## config.mk

```make
export PLATFORM = sky130hd
export DESIGN_NAME = mem_stage
export DESIGN_NICKNAME = d
export VERILOG_FILES = /design/src/rtl/mem_stage.sv
export SDC_FILE = /design/constraint.sdc
export NUM_CORES = 1
export LEC_CHECK = 0
export ABC_AREA = 1
export BUFFER_PORTS_ARGS = -buffer_cell sky130_fd_sc_hd__buf_2
export CAP_MARGIN = 20
export CORE_UTILIZATION = 52
export CTS_BUF_LIST = sky130_fd_sc_hd__clkbuf_8
export DETAILED_ROUTE_END_ITERATION = 8
export PLACE_DENSITY = 0.83
export RECOVER_POWER = 100
export SLEW_MARGIN = 5
export SYNTH_ARGS = -nofsm -noshare
export SYNTH_HDL_FRONTEND = slang
export SYNTH_SLANG_ARGS = --single-unit
```

## constraint.sdc

```tcl
create_clock -name clk -period 3.1 [get_ports clk]
set_input_delay 0.93 -clock clk [delete_from_list [all_inputs] [get_ports clk]]
set_output_delay 0.93 -clock clk [all_outputs]
set_load 0.01 [all_outputs]
```

## src/rtl/mem_stage.sv

```systemverilog
// MEM stage of the 5-stage MIPS pipeline: registers the EX->MEM bus, waits for
// the data-SRAM load response, aligns/extends load data and drives MEM->WB and MEM->ID.
module mem_stage #(
  parameter int STALL_WD     = 6,
  parameter int EX_TO_MEM_WD = 79,
  parameter int MEM_TO_WB_WD = 70
) (
  input  logic                    clk,
  input  logic                    rst,
  input  logic [STALL_WD-1:0]     stall,
  input  logic [EX_TO_MEM_WD-1:0] ex_to_mem_bus,
  input  logic [31:0]             data_sram_rdata,
  input  logic                    data_sram_rvalid,
  output logic [MEM_TO_WB_WD-1:0] mem_to_wb_bus,
  output logic [37:0]             mem_to_id,
  output logic                    stallreq_from_mem
);

  localparam logic STOP = 1'b1;

  typedef enum logic [1:0] {
    IDLE = 2'd0,
    WAIT = 2'd1,
    DONE = 2'd2
  } state_t;

  logic [EX_TO_MEM_WD-1:0] ex_to_mem_bus_r;
  logic [31:0]             rdata_buf_r;
  state_t                  state_r;
  state_t                  state_next_s;

  logic [31:0] mem_pc_s;
  logic [2:0]  load_op_s;
  logic        data_ram_en_s;
  logic [3:0]  data_ram_wen_s;
  logic        sel_rf_res_s;
  logic        rf_we_s;
  logic [4:0]  rf_waddr_s;
  logic [31:0] ex_result_s;
  logic        is_load_s;
  logic        bubble_s;
  logic        advance_s;
  logic        wait_active_s;
  logic        capture_s;
  logic        stallreq_s;
  logic [31:0] load_raw_s;
  logic [31:0] rf_wdata_s;

  // Little-endian lane select with sign/zero extension; LW and the unused codes pass the word.
  function automatic logic [31:0] align_load(input logic [2:0] op, input logic [1:0] addr,
                                             input logic [31:0] raw);
    logic [7:0]  byte_v;
    logic [15:0] half_v;
    logic [31:0] res_v;
    case (addr)
      2'd0:    byte_v = raw[7:0];
      2'd1:    byte_v = raw[15:8];
      2'd2:    byte_v = raw[23:16];
      2'd3:    byte_v = raw[31:24];
      default: byte_v = raw[7:0];
    endcase
    half_v = addr[1] ? raw[31:16] : raw[15:0];
    case (op)
      3'b001:  res_v = {{24{byte_v[7]}}, byte_v};
      3'b010:  res_v = {24'h000000, byte_v};
      3'b011:  res_v = {{16{half_v[15]}}, half_v};
      3'b100:  res_v = {16'h0000, half_v};
      default: res_v = raw;
    endcase
    return res_v;
  endfunction

  assign mem_pc_s       = ex_to_mem_bus_r[78:47];
  assign load_op_s      = ex_to_mem_bus_r[46:44];
  assign data_ram_en_s  = ex_to_mem_bus_r[43];
  assign data_ram_wen_s = ex_to_mem_bus_r[42:39];
  assign sel_rf_res_s   = ex_to_mem_bus_r[38];
  assign rf_we_s        = ex_to_mem_bus_r[37];
  assign rf_waddr_s     = ex_to_mem_bus_r[36:32];
  assign ex_result_s    = ex_to_mem_bus_r[31:0];

  assign is_load_s = data_ram_en_s && (data_ram_wen_s == 4'b0000) && (load_op_s != 3'b000);
  assign bubble_s  = (stall[3] == STOP) && (stall[4] != STOP);
  assign advance_s = (stall[3] != STOP);

  // Input register: reset, bubble, load or hold.
  always_ff @(posedge clk) begin
    if (!rst) begin
      ex_to_mem_bus_r <= {EX_TO_MEM_WD{1'b0}};
    end else if (bubble_s) begin
      ex_to_mem_bus_r <= {EX_TO_MEM_WD{1'b0}};
    end else if (advance_s) begin
      ex_to_mem_bus_r <= ex_to_mem_bus;
    end else begin
      ex_to_mem_bus_r <= ex_to_mem_bus_r;
    end
  end

  // A load sitting in IDLE is already waiting on its first MEM cycle.
  always_comb begin
    wait_active_s = 1'b0;
    case (state_r)
      IDLE:    wait_active_s = is_load_s;
      WAIT:    wait_active_s = 1'b1;
      DONE:    wait_active_s = 1'b0;
      default: wait_active_s = 1'b0;
    endcase
  end

  // Next-state and stall request.
  always_comb begin
    state_next_s = state_r;
    capture_s    = 1'b0;
    stallreq_s   = 1'b0;
    if (wait_active_s) begin
      if (data_sram_rvalid) begin
        capture_s    = 1'b1;
        state_next_s = advance_s ? IDLE : DONE;
      end else begin
        stallreq_s   = 1'b1;
        state_next_s = advance_s ? IDLE : WAIT;
      end
    end else if (state_r == DONE) begin
      state_next_s = advance_s ? IDLE : DONE;
    end else begin
      state_next_s = IDLE;
    end
    // A bubble discards whatever the register held, including a pending load.
    if (bubble_s) begin
      state_next_s = IDLE;
    end else begin
      state_next_s = state_next_s;
    end
  end

  // FSM state register.
  always_ff @(posedge clk) begin
    if (!rst) begin
      state_r <= IDLE;
    end else begin
      state_r <= state_next_s;
    end
  end

  // Response buffer, written only by the response to a pending load.
  always_ff @(posedge clk) begin
    if (!rst) begin
      rdata_buf_r <= 32'h0000_0000;
    end else if (capture_s) begin
      rdata_buf_r <= data_sram_rdata;
    end else begin
      rdata_buf_r <= rdata_buf_r;
    end
  end

  assign load_raw_s = (state_r == DONE) ? rdata_buf_r : data_sram_rdata;
  assign rf_wdata_s = sel_rf_res_s ? align_load(load_op_s, ex_result_s[1:0], load_raw_s)
                                   : ex_result_s;

  assign mem_to_wb_bus     = {mem_pc_s, rf_we_s, rf_waddr_s, rf_wdata_s};
  assign mem_to_id         = {rf_we_s, rf_waddr_s, rf_wdata_s};
  assign stallreq_from_mem = stallreq_s;

endmodule

```

==> summary.md <==
| Metric | Value |
|---|---|
| Status | finished, violations left |
| Violated checks | max-capacitance violations, max-slew violations, negative setup slack |
| First-pass DRT Iterations | 5 |
| Area leader, netlist | dfxtp_1 |
| Initial antenna violation count | 0 |
| Post-route clock period utilization | 102% |
| Grt ovf | 0 |
| Post-synth ARST share | 0% |
| Vias per Instance | approximately 5.2 |
| Crit Path Category | input port to output port |
| Total wire length | 18800 um |
| Worst Path Required | 2.17 ns |
| Worst Path Arrival | approximately 2.2 ns |
| Rel. slew slack | -4.84% |
| Initial Utilization | 54.4% |
| Final total power | around 3.7 mW |
| Dpl ws | between 0.06 and 0.07 ns |
| Clock buffer count from CTS | 17 |
| Placed cells | between 1k and 1.5k |
| Syn_area_per_cell | ~6.3 um2 |
| Top FF cell, synth | dfxtp_1 |
| Hold depth | 2 |
| Final min period | approximately 3.1 ns |
| Slew Limit Fails | 81 |
| Syn nets | between 1k and 1.5k |
| Measured slew at the worst slew-check pin | around 1.6 ns |
| Max Cap Violations | 1 |
| Routed Antenna Nets | 0 |
| Synth warnings | 0 |
| Final setup fails | 35 |
| Post-Synthesis Cells | ~1k |
| Setup WS post-layout | -0.0468 ns |
| Clock Latency Late Sink | approximately 0.44 ns |
| RSZ-0062 raised after global routing | yes |
| Root Driver | clkbuf_8 |
| Worst r2r src | state_r[0]$_SDFF_PP0_ |
| Int Power | 2.67 mW |
| Max VDD drop | roughly 0.56 mV |
| Hold Path End | ex_to_mem_bus_r[22]$_SDFFE_PP0N_ |
| Die width | between 100 and 150 um |
| Layout Utilization | 68.2% |
| GP Congestion | approximately 0.9 |
| Avg WL per Cell | around 14 um |
| Leakage | just over 4 nW |
| CP max-delay cell | or2_4 |
| Vias in the first global route | approximately 6k |
| Via count | between 6k and 7k |
| Reg power frac | about two fifths |
| Crit start category | input port |
| Die area | ~13000 um2 |
| Flops & latches, synth | approximately 110 |
| Endpoint class of the critical path | output port |
| Synth top area share | about 36% |
| Comb power frac | approximately 18% |
| CP dominant cell by count | nand2_1 |
| H-tree depth | 4 |
| Synth area leaders | dfxtp_1 36%, nand2_1 20%, buf_4 9.2% |
| Longest Clk Path Bufs | 2 |
| Hold Vio Cnt, Final | 0 |
| Global-route wire length before repair | about 28000 um |
| I/O pin count | around 230 |
| Num Clock Sinks | 113 |
| Synthesized cell area | 6350 um2 |
| Die Height | 112 um |
| Hold Crit Class | flop to flop |
| Post-synthesis sequential area ratio | about 36% |
| Fin cells | 1302 |
| Sw Ratio | 27.9% |
| CTS tree | built |
| Clock slew at reported path FFs | around 0.06 ns |
| Port bufs | 224 |
| Core area | 11700 um2 |
| Remaining DRCs | 0 |
| Dpl hpwl | approximately 12000 um |
| CP peak stage delay | around 0.29 ns |
| # diodes | 0 |
| Clock Skew | between 0.01 and 0.015 ns |
| Clock share of power | between 40 and 50% |
| Nets | 1268 |
| Yosys cell types | 23 |
| R2r worst-path depth | 8 |
| Fmax | 318 MHz |
| Power per cell area | 465 nW/um2 |
| Worst-path cell chain | buf_2 > inv_1 > nand2_1 > nand2_1 > nand2_1 > o21ai_2 > or2_4 > clkbuf_16 > nand3_2 > nand2_1 > inv_1 > buf_2 |
| Worst r2r dst | rdata_buf_r[23]$_SDFFE_PN0P_ |
| Area added between synthesis and finish | 25.3% |
| Pin count of the biggest net entering global routing | between 80 and 90 |
| Synth cell count leaders | 343 x nand2_1, 113 x dfxtp_1, 93 x a21oi_1, 90 x nor2_1, 78 x buf_4 |
| NetSw | ~1.0 mW |
| Drt initial violations | 722 |
| Layout cells sized above 1 | 33.0% |
| R2R Setup Slk | roughly 0.95 ns |
| Min-delay src | ex_to_mem_bus_r[22]$_SDFFE_PP0N_ |
| Crit-path max FO | 8 |
| Core Rows | 39 |
| EDFF count, synth | 0 |
| Overall Global Routing Usage | 27.8% |
| Most frequent cell after synthesis | nand2_1 |
==> logic make-up after synthesis <==
kind of cell / Yosys count / synth area share (%)
and+or+nand+nor: 514 / 33.3
DFF: 113 / 35.6
AOI/OAI and AO/OA: 166 / 13.2
buffers and inverters: 211 / 17.8
==> metal layers <==
metal | part of all wire, % | GRT usage, % | up-vias
met1 | 41 | 35.6 | 2984
met4 | 2.8 | 10.4 | 0
li1 | - | - | 3362
met5 | 0 | 0 | -
met3 | 8.2 | 7.24 | 54
met2 | 48 | 45.1 | 339
==> worst max-delay path by stage <==
stage                         to                              from  slack [ns]
5_1_grt        mem_to_wb_bus[22]             state_r[0]$_SDFF_PP0_       -0.15
4_1_cts         mem_to_wb_bus[2]  ex_to_mem_bus_r[45]$_SDFFE_PP0N_        0.01
6_report           mem_to_id[22]               data_sram_rdata[31]       -0.05
2_1_floorplan  mem_to_wb_bus[15]               data_sram_rdata[31]        0.18
3_5_place_dp        mem_to_id[9]               data_sram_rdata[15]        0.06
3_3_place_gp       mem_to_id[15]               data_sram_rdata[23]        0.08
==> repair_timing <==
item | in CTS | in global routing
gates resized for setup | 14 | 79
hold buffers | 0 | 0
setup buffers | 2 | 12
pin swaps | 1 | 20
gates cloned | 0 | 8
setup endpoints to repair | 38 | 64
==> power groups by stage <==
| stage | clock, mW | sequential [mW] | combinational, mW |
|---|---|---|---|
| 3_3_place_gp | 0 | 1.57 | 0.586 |
| 3_5_place_dp | 0 | 1.57 | 0.591 |
| 5_1_grt | 1.60 | 1.54 | 0.729 |
| 2_1_floorplan | 0 | 1.56 | 0.435 |
| 4_1_cts | 1.52 | 1.54 | 0.600 |
| 6_report | 1.50 | 1.54 | 0.661 |
==> worst max-delay path, delay by kind of cell <==
kind / cells / cell delay, ns
simple gates: 6 / 0.71
compound gates: 1 / 0.08
buf+inv: 5 / 0.50
==> layout make-up <==
class                      count  area [um2]
inverter                      73         284
fill                        1059        3700
tap                          143         179
multi-input combinational    681        3170
timing repair inverter         1        8.76
timing repair buffer         261        1610
sequential                   113        2280
clock buffer                  22         303
clock inverter                 8         128
==> registers in the layout, summed over array words and instances (netlist names) <==
| signal | flops |
|---|---|
| ex_to_mem_bus_r | 79 |
| state_r | 2 |
| rdata_buf_r | 32 |
==> through the flow <==
| stage | setup TNS [ns] | hold slack, ns | area [um2] |
|---|---|---|---|
| 2_1_floorplan | 0 | 0.441 | 6350 |
| 4_1_cts | 0 | 0.464 | 7460 |
| 3_3_place_gp | 0 | 0.448 | 6960 |
| 5_1_grt | -5.70 | 0.482 | 7960 |
| 3_5_place_dp | 0 | 0.454 | 6960 |
| 6_report | -0.700 | 0.462 | 7960 |
==> layout by cell type, fill, tap and decap left out, drive strengths merged <==
cell type,instances
nand2,345
buf,255
dfxtp,113
a21oi,93
nor2,91
inv,72
o21ai,69
nand3,59
clkbuf,28
or2,17
clkinv,5
o211ai,4
bufinv,3
nand4,2
clkinvlp,2
nand3b,1
(Power assumes the default switching activity.)
